[config.mk]
export PLATFORM = sky130hd
export DESIGN_NAME = pipe_ctrl_flat
export DESIGN_NICKNAME = d
export VERILOG_FILES = /design/src/rtl/pipe_ctrl_pkg.sv /design/src/rtl/pipe_ctrl_if.sv /design/src/rtl/pipe_ctrl_perf.sv /design/src/rtl/pipe_ctrl.sv /design/src/flat_wrapper.sv
export SDC_FILE = /design/constraint.sdc
export NUM_CORES = 1
export LEC_CHECK = 0
export BUFFER_PORTS_ARGS = -buffer_cell sky130_fd_sc_hd__buf_2
export CAP_MARGIN = 20
export CORE_UTILIZATION = 55
export DETAILED_ROUTE_END_ITERATION = 8
export PLACE_DENSITY = 0.82
export SLEW_MARGIN = 5
export SYNTH_ARGS = -nofsm -noshare
export SYNTH_HDL_FRONTEND = slang
export SYNTH_HIERARCHICAL = 1
export SYNTH_SLANG_ARGS = --single-unit
[constraint.sdc]
create_clock -name clk -period 3.15 [get_ports clk]
set_clock_uncertainty 0.1 [all_clocks]
set_input_delay 0 -clock clk [delete_from_list [all_inputs] [get_ports clk]]
set_output_delay 0 -clock clk [all_outputs]
set_load 0.01 [all_outputs]
[src/rtl/pipe_ctrl_pkg.sv]
// =============================================================================
// Module      : pipe_ctrl_pkg
// Description : Shared types and constants for the pipeline hazard controller.
// Revision    : 1.0 - initial release
// =============================================================================
`default_nettype none

package pipe_ctrl_pkg;

    localparam int CNT_W          = 16;
    localparam int STALL_W        = CNT_W;
    localparam int WDOG_W         = CNT_W;
    localparam int WDOG_LIMIT_DEF = 255;

    typedef logic [CNT_W-1:0] cnt_t;

    typedef enum logic [1:0] {
        ST_RUN   = 2'd0,
        ST_DWAIT = 2'd1,
        ST_DRAIN = 2'd2
    } state_e;

    typedef struct packed {
        logic pc_wr;
        logic if_id_wr;
        logic id_ex_wr;
        logic ex_mem_wr;
        logic mem_wb_wr;
        logic pc_flush;
        logic if_flush;
        logic id_flush;
        logic ex_flush;
    } ctrl_t;

    localparam ctrl_t c_ctrl_pass = '{
        pc_wr: 1'b1, if_id_wr: 1'b1, id_ex_wr: 1'b1, ex_mem_wr: 1'b1, mem_wb_wr: 1'b1,
        pc_flush: 1'b0, if_flush: 1'b0, id_flush: 1'b0, ex_flush: 1'b0
    };

    localparam ctrl_t c_ctrl_hold = '{
        pc_wr: 1'b0, if_id_wr: 1'b0, id_ex_wr: 1'b0, ex_mem_wr: 1'b0, mem_wb_wr: 1'b0,
        pc_flush: 1'b0, if_flush: 1'b0, id_flush: 1'b0, ex_flush: 1'b0
    };

    localparam ctrl_t c_ctrl_commit = '{
        pc_wr: 1'b1, if_id_wr: 1'b1, id_ex_wr: 1'b1, ex_mem_wr: 1'b1, mem_wb_wr: 1'b1,
        pc_flush: 1'b1, if_flush: 1'b1, id_flush: 1'b1, ex_flush: 1'b1
    };

    localparam ctrl_t c_ctrl_reset = '{
        pc_wr: 1'b0, if_id_wr: 1'b0, id_ex_wr: 1'b0, ex_mem_wr: 1'b0, mem_wb_wr: 1'b0,
        pc_flush: 1'b1, if_flush: 1'b1, id_flush: 1'b1, ex_flush: 1'b1
    };

    function automatic cnt_t sat_inc(input cnt_t v);
        return (&v) ? v : v + cnt_t'(1);
    endfunction

endpackage

`default_nettype wire

[src/rtl/pipe_ctrl_if.sv]
// =============================================================================
// Module      : pipe_ctrl_if
// Description : Hazard inputs and stage-control outputs of the pipeline controller.
// Revision    : 1.0 - initial release
// =============================================================================
`default_nettype none

interface pipe_ctrl_if;
    import pipe_ctrl_pkg::*;

    logic               exc_commit;
    logic               eret_commit;
    logic               data_req;
    logic               data_data_ok;
    logic               div_busy;
    logic               load_use;
    logic               inst_addr_ok;
    logic               inst_data_ok;
    logic               inst_req;
    logic               pc_wr;
    logic               if_id_wr;
    logic               id_ex_wr;
    logic               ex_mem_wr;
    logic               mem_wb_wr;
    logic               PC_Flush;
    logic               IF_Flush;
    logic               ID_Flush;
    logic               EX_Flush;
    logic [STALL_W-1:0] stall_cnt;
    logic               wdog_to;

    // Controller side
    modport master (
        input  exc_commit, eret_commit, data_req, data_data_ok,
        input  div_busy, load_use, inst_addr_ok, inst_data_ok,
        output inst_req, pc_wr, if_id_wr, id_ex_wr, ex_mem_wr, mem_wb_wr,
        output PC_Flush, IF_Flush, ID_Flush, EX_Flush, stall_cnt, wdog_to
    );

    // Pipeline side
    modport slave (
        output exc_commit, eret_commit, data_req, data_data_ok,
        output div_busy, load_use, inst_addr_ok, inst_data_ok,
        input  inst_req, pc_wr, if_id_wr, id_ex_wr, ex_mem_wr, mem_wb_wr,
        input  PC_Flush, IF_Flush, ID_Flush, EX_Flush, stall_cnt, wdog_to
    );

endinterface

`default_nettype wire

[src/rtl/pipe_ctrl_perf.sv]
// =============================================================================
// Module      : pipe_ctrl_perf
// Description : Saturating stall counter and sticky data-wait watchdog.
// Revision    : 1.0 - initial release
// =============================================================================
`default_nettype none

module pipe_ctrl_perf
    import pipe_ctrl_pkg::*;
#(
    parameter int WDOG_LIMIT = WDOG_LIMIT_DEF
) (
    input  wire logic               clk,
    input  wire logic               rst,
    input  wire logic               i_stall,
    input  wire logic               i_wait,
    output logic      [STALL_W-1:0] o_stall_cnt,
    output logic                    o_wdog_to
);

    localparam cnt_t c_wdog_lim = cnt_t'(WDOG_LIMIT);

    cnt_t r_stall_cnt;
    cnt_t r_wdog_cnt;
    cnt_t w_wdog_inc;
    logic r_wdog_to;

    assign w_wdog_inc = sat_inc(r_wdog_cnt);

    always_ff @(posedge clk) begin
        if (rst) begin
            r_stall_cnt <= '0;
            r_wdog_cnt  <= '0;
            r_wdog_to   <= 1'b0;
        end else begin
            if (i_stall) begin
                r_stall_cnt <= sat_inc(r_stall_cnt);
            end
            // The wait count only spans an unbroken run of data-wait cycles.
            if (i_wait) begin
                r_wdog_cnt <= w_wdog_inc;
                if (w_wdog_inc >= c_wdog_lim) begin
                    r_wdog_to <= 1'b1;
                end
            end else begin
                r_wdog_cnt <= '0;
            end
        end
    end

    assign o_stall_cnt = r_stall_cnt;
    assign o_wdog_to   = r_wdog_to;

endmodule

`default_nettype wire

[src/rtl/pipe_ctrl.sv]
// =============================================================================
// Module      : pipe_ctrl
// Description : Five-stage pipeline stall/flush controller with fetch drain FSM.
// Revision    : 1.0 - initial release
// =============================================================================
`default_nettype none

module pipe_ctrl
    import pipe_ctrl_pkg::*;
#(
    parameter int WDOG_LIMIT = WDOG_LIMIT_DEF
) (
    input  wire logic    clk,
    input  wire logic    rst,
    pipe_ctrl_if.master  bus
);

    state_e r_state;
    state_e w_state_nxt;
    logic   r_inst_pending;
    logic   w_inst_pending_nxt;
    logic   w_commit;
    logic   w_dwait;
    logic   w_fwait;
    logic   w_inst_req;
    logic   w_wait_cycle;
    ctrl_t  w_ctrl;

    assign w_commit   = bus.exc_commit | bus.eret_commit;
    assign w_dwait    = bus.data_req & ~bus.data_data_ok;
    assign w_fwait    = r_inst_pending & ~bus.inst_data_ok;
    assign w_inst_req = ~rst & (r_state == ST_RUN) & ~r_inst_pending & ~w_dwait;

    // A new acceptance outranks a same-cycle return of the previous fetch.
    always_comb begin
        w_inst_pending_nxt = r_inst_pending;
        if (w_inst_req && bus.inst_addr_ok) begin
            w_inst_pending_nxt = 1'b1;
        end else if (bus.inst_data_ok) begin
            w_inst_pending_nxt = 1'b0;
        end
    end

    always_ff @(posedge clk) begin
        if (rst) begin
            r_state        <= ST_RUN;
            r_inst_pending <= 1'b0;
        end else begin
            r_state        <= w_state_nxt;
            r_inst_pending <= w_inst_pending_nxt;
        end
    end

    always_comb begin
        w_state_nxt = r_state;
        if (w_commit) begin
            w_state_nxt = w_fwait ? ST_DRAIN : ST_RUN;
        end else begin
            case (r_state)
                ST_RUN:   if (w_dwait)           w_state_nxt = ST_DWAIT;
                ST_DWAIT: if (!w_dwait)          w_state_nxt = ST_RUN;
                ST_DRAIN: if (bus.inst_data_ok)  w_state_nxt = ST_RUN;
                default:                         w_state_nxt = ST_RUN;
            endcase
        end
    end

    // DRAIN discards the wrong-path fetch still in flight after a commit.
    always_comb begin
        w_ctrl = c_ctrl_pass;
        if (rst) begin
            w_ctrl = c_ctrl_reset;
        end else if (w_commit) begin
            w_ctrl = c_ctrl_commit;
        end else if (r_state == ST_DRAIN) begin
            w_ctrl.pc_wr    = 1'b0;
            w_ctrl.if_flush = 1'b1;
        end else if (w_dwait) begin
            w_ctrl = c_ctrl_hold;
        end else if (bus.div_busy) begin
            w_ctrl.pc_wr    = 1'b0;
            w_ctrl.if_id_wr = 1'b0;
            w_ctrl.id_ex_wr = 1'b0;
            w_ctrl.ex_flush = 1'b1;
        end else if (bus.load_use) begin
            w_ctrl.pc_wr    = 1'b0;
            w_ctrl.if_id_wr = 1'b0;
            w_ctrl.id_flush = 1'b1;
        end else if (w_fwait) begin
            w_ctrl.pc_wr    = 1'b0;
            w_ctrl.if_flush = 1'b1;
        end
    end

    assign w_wait_cycle = ~rst & ~w_commit & (r_state != ST_DRAIN) & w_dwait;

    pipe_ctrl_perf #(
        .WDOG_LIMIT (WDOG_LIMIT)
    ) u_perf (
        .clk         (clk),
        .rst         (rst),
        .i_stall     (~w_ctrl.pc_wr),
        .i_wait      (w_wait_cycle),
        .o_stall_cnt (bus.stall_cnt),
        .o_wdog_to   (bus.wdog_to)
    );

    assign bus.inst_req  = w_inst_req;
    assign bus.pc_wr     = w_ctrl.pc_wr;
    assign bus.if_id_wr  = w_ctrl.if_id_wr;
    assign bus.id_ex_wr  = w_ctrl.id_ex_wr;
    assign bus.ex_mem_wr = w_ctrl.ex_mem_wr;
    assign bus.mem_wb_wr = w_ctrl.mem_wb_wr;
    assign bus.PC_Flush  = w_ctrl.pc_flush;
    assign bus.IF_Flush  = w_ctrl.if_flush;
    assign bus.ID_Flush  = w_ctrl.id_flush;
    assign bus.EX_Flush  = w_ctrl.ex_flush;

endmodule

`default_nettype wire

[src/flat_wrapper.sv]
// flat-port wrapper written by rule: the top's interface ports become plain ports
module pipe_ctrl_flat import pipe_ctrl_pkg::*;
#(
    parameter int WDOG_LIMIT = WDOG_LIMIT_DEF
)
  (clk, rst, bus_exc_commit, bus_eret_commit, bus_data_req, bus_data_data_ok, bus_div_busy, bus_load_use, bus_inst_addr_ok, bus_inst_data_ok, bus_inst_req, bus_pc_wr, bus_if_id_wr, bus_id_ex_wr, bus_ex_mem_wr, bus_mem_wb_wr, bus_PC_Flush, bus_IF_Flush, bus_ID_Flush, bus_EX_Flush, bus_stall_cnt, bus_wdog_to);
  pipe_ctrl_if bus_i ();
  input  wire logic clk;
  input  wire logic rst;
  input wire logic [$bits(bus_i.exc_commit)-1:0] bus_exc_commit;
  input wire logic [$bits(bus_i.eret_commit)-1:0] bus_eret_commit;
  input wire logic [$bits(bus_i.data_req)-1:0] bus_data_req;
  input wire logic [$bits(bus_i.data_data_ok)-1:0] bus_data_data_ok;
  input wire logic [$bits(bus_i.div_busy)-1:0] bus_div_busy;
  input wire logic [$bits(bus_i.load_use)-1:0] bus_load_use;
  input wire logic [$bits(bus_i.inst_addr_ok)-1:0] bus_inst_addr_ok;
  input wire logic [$bits(bus_i.inst_data_ok)-1:0] bus_inst_data_ok;
  output wire logic [$bits(bus_i.inst_req)-1:0] bus_inst_req;
  output wire logic [$bits(bus_i.pc_wr)-1:0] bus_pc_wr;
  output wire logic [$bits(bus_i.if_id_wr)-1:0] bus_if_id_wr;
  output wire logic [$bits(bus_i.id_ex_wr)-1:0] bus_id_ex_wr;
  output wire logic [$bits(bus_i.ex_mem_wr)-1:0] bus_ex_mem_wr;
  output wire logic [$bits(bus_i.mem_wb_wr)-1:0] bus_mem_wb_wr;
  output wire logic [$bits(bus_i.PC_Flush)-1:0] bus_PC_Flush;
  output wire logic [$bits(bus_i.IF_Flush)-1:0] bus_IF_Flush;
  output wire logic [$bits(bus_i.ID_Flush)-1:0] bus_ID_Flush;
  output wire logic [$bits(bus_i.EX_Flush)-1:0] bus_EX_Flush;
  output wire logic [$bits(bus_i.stall_cnt)-1:0] bus_stall_cnt;
  output wire logic [$bits(bus_i.wdog_to)-1:0] bus_wdog_to;
  assign bus_i.exc_commit = bus_exc_commit;
  assign bus_i.eret_commit = bus_eret_commit;
  assign bus_i.data_req = bus_data_req;
  assign bus_i.data_data_ok = bus_data_data_ok;
  assign bus_i.div_busy = bus_div_busy;
  assign bus_i.load_use = bus_load_use;
  assign bus_i.inst_addr_ok = bus_inst_addr_ok;
  assign bus_i.inst_data_ok = bus_inst_data_ok;
  assign bus_inst_req = bus_i.inst_req;
  assign bus_pc_wr = bus_i.pc_wr;
  assign bus_if_id_wr = bus_i.if_id_wr;
  assign bus_id_ex_wr = bus_i.id_ex_wr;
  assign bus_ex_mem_wr = bus_i.ex_mem_wr;
  assign bus_mem_wb_wr = bus_i.mem_wb_wr;
  assign bus_PC_Flush = bus_i.PC_Flush;
  assign bus_IF_Flush = bus_i.IF_Flush;
  assign bus_ID_Flush = bus_i.ID_Flush;
  assign bus_EX_Flush = bus_i.EX_Flush;
  assign bus_stall_cnt = bus_i.stall_cnt;
  assign bus_wdog_to = bus_i.wdog_to;
  pipe_ctrl #(.WDOG_LIMIT(WDOG_LIMIT)) u_core (.clk(clk), .rst(rst), .bus(bus_i));
endmodule
==> metrics <==
die height=61.8 microns; gr usage total=0.222; Final setup violation count=0; initial detailed-routing violation count=124; r2r worst-path depth=7; Compound-Gate Fraction of Synth Area=0.0846; die width=61.8 microns; crit path launch type=flop; hold wc startpoint=bus_load_use; worst hold slack=0.230 ns; leakage dissipation=0.882 nW; initial antenna violation count=0; Worst Path Required=3.30 ns; XOR/XNOR Fraction of Synth Area=0.120; pre-CTS WS=0.877 ns; # IOs=37; RR Endpoint=u_core/u_perf/o_wdog_to; share of cells above drive strength 1=0.191; Max-Cap Viols=0; DRC Markers=0; Detailed Place HPWL=2.74 mm; buffers added on ports=36; Clock Path Buffers=2; Cell variety after synth=43; slew margin rel.=0.604; CTS tree=yes; synth top area cells=dfxtp_1, xor2_1, nor2_1, nand4_1, mux2i_1; TritonRoute pass-1 iters=4; Post-DRT Antenna Nets=0; Worst-path clk slew=0.11 ns; Finished Cell Area=0.00231 sq mm; Die Area=0.00382 sq mm; largest net degree at the start of global routing=29; EDFF count, synth=0; R2R Setup Slk=0.86 ns; measured slew at the worst slew-check pin=0.594 ns; RePlAce Congestion=0.877; total global routing overflow=0; Final nets=289; FF+latch count, synth=36; Main synth FF type=dfxtp_1; Power Density=371 mW/mm^2; syn nets=248; WL/cell=12.4 microns; H-Tree Depth=2; Post-Syn Area=0.00197 sq mm; fin crit period=2.29 ns; Final Non-Filler Cells=324; vias in the first global route=1,438; Peak VDD IR=0.000286 V; total clock sinks=36; crit share post-route=0.726; Synth top area share=0.366; multi-input combinational cell area=0.00118 sq mm; status=finished, final reports clean; sequential cell area=721 sq um; PnR worst setup slack=0.862 ns; worst r2r src=u_core/u_perf/r_wdog_cnt[0]; worst-path fanout max=7; Power Total=857 uW; vias after detailed routing=1,802; Cells after DPL=308; most common cell after layout, fill and taps aside=nor2_1; hold endpoint=bus_ID_Flush; global-route wire length before repair=6.20 mm; RSZ-0062 raised after global routing=false; DP Area=0.00215 sq mm; fin. max-slew vios=0; total CTS buffers=5; Hold Path Stages=4; kind of end point of the critical path=flop; WL final=4.03 mm; ys async rst share=0; root buffer cell=clkbuf_4; Mapped Avg Cell Area=8.33 sq um; fill count=265; Vias/cell=5.56; Hold Violations, Final=0; Crit Path Class=flop to flop; ANT cells=0; setup TNS=0 ns; most frequent cells in the layout=nor2_1, buf_2, dfxtp_1; mux cell area share after synthesis=0.0413; largest family of logic cells by synthesized area=simple AND/OR/NAND/NOR gates; Gate Count Post-Synth=236; area grow syn2layout=17.5%; Crit path arrival time=2.44 ns; Core Area=0.00339 sq mm; clk_lat worst skew=0.34 ns; Synth area leader=dfxtp_1; post-synthesis simple-gate area fraction=0.342; standard-cell rows=21; Final Util=0.682; adder-cell area share of the yosys netlist=0.0127; register area share after synthesis=0.366; fmax=437 MHz; initial core utilization=0.580; Yosys warning total=6; class of the worst hold path=input pin to primary output
## worst max-delay path by stage
stage                                            from                 endpoint  slack [ns]  cells after the start
after CTS                 u_core/u_perf/r_wdog_cnt[0]  u_core/u_perf/o_wdog_to        0.85                      7
after detailed placement  u_core/u_perf/r_wdog_cnt[0]  u_core/u_perf/o_wdog_to        0.88                      7
after global routing      u_core/u_perf/r_wdog_cnt[0]  u_core/u_perf/o_wdog_to        0.68                      7
after floorplan           u_core/u_perf/r_wdog_cnt[0]  u_core/u_perf/o_wdog_to        1.05                      7
after global placement    u_core/u_perf/r_wdog_cnt[0]  u_core/u_perf/o_wdog_to        0.93                      7
final                     u_core/u_perf/r_wdog_cnt[0]  u_core/u_perf/o_wdog_to        0.86                      7
## power breakdown
part / switching [mW] / internal (mW) / leakage, nW
Combinational: 0.0383 / 0.0320 / 0.549
Sequential: 0.00791 / 0.460 / 0.291
Clock: 0.152 / 0.166 / 0.0422
Total: 0.198 / 0.659 / 0.882
## synthesized netlist by cell type, drive strengths merged (2+ instances only)
library cell and count:
a21oi 10, and3 6, and4 3, buf 6
clkbuf 4, dfxtp 36, ha 2, inv 4
mux2i 7, nand2 19, nand2b 8, nand3 9
nand3b 2, nand4 17, nor2 40, nor2b 3
nor3 10, nor4 3, o21ai 5, xnor2 8
xor2 19
## critical path, cell delays in order, from the launching register on
cell     delay [ns]
dfxtp_1        0.45
ha_1           0.30
nand4_1        0.24
nor4_1         0.39
mux2i_1        0.25
and4b_1        0.21
nand4_1        0.09
a22o_1         0.18
## repair_timing
action | in CTS | in global routing
endpoints found under the hold margin | 19 | 0
endpoints found under the setup margin | 0 | 0
setup buffers | 0 | 0
resized for setup | 0 | 0
hold buffers | 8 | 0
## cell type report
cell class	instances	area share
clock buffer	6	0.0179
inverter	4	0.00650
sequential	36	0.312
tap	46	0.0249
multi-input combinational	186	0.511
timing repair buffer	44	0.113
clock inverter	2	0.0152
## registers in the layout (all words and copies together) (netlist names)
signal                     count
u_core/u_perf/o_wdog_to        1
u_core/r_inst_pending          1
u_core/r_state                 2
u_core/u_perf/r_wdog_cnt      16
u_core/u_perf/o_stall_cnt     16
## cells by family (layout without fill, tap and decap cells)
logic type | Yosys count | count (layout)
xor gates and xnor gates | 27 | 27
DFF | 36 | 36
adders and majority gates | 2 | 2
AOI/OAI and AO/OA | 23 | 23
muxes | 8 | 8
buffers and inverters | 14 | 56
and+or+nand+nor | 126 | 126
## per-layer routing
layer / track usage / part of all wire
met1: 0.298 / 0.47
met2: 0.327 / 0.46
met3: 0.0725 / 0.049
met4: 0.0984 / 0.016
met5: 0 / 0
Note: power is estimated with default switching activity, not from simulation.
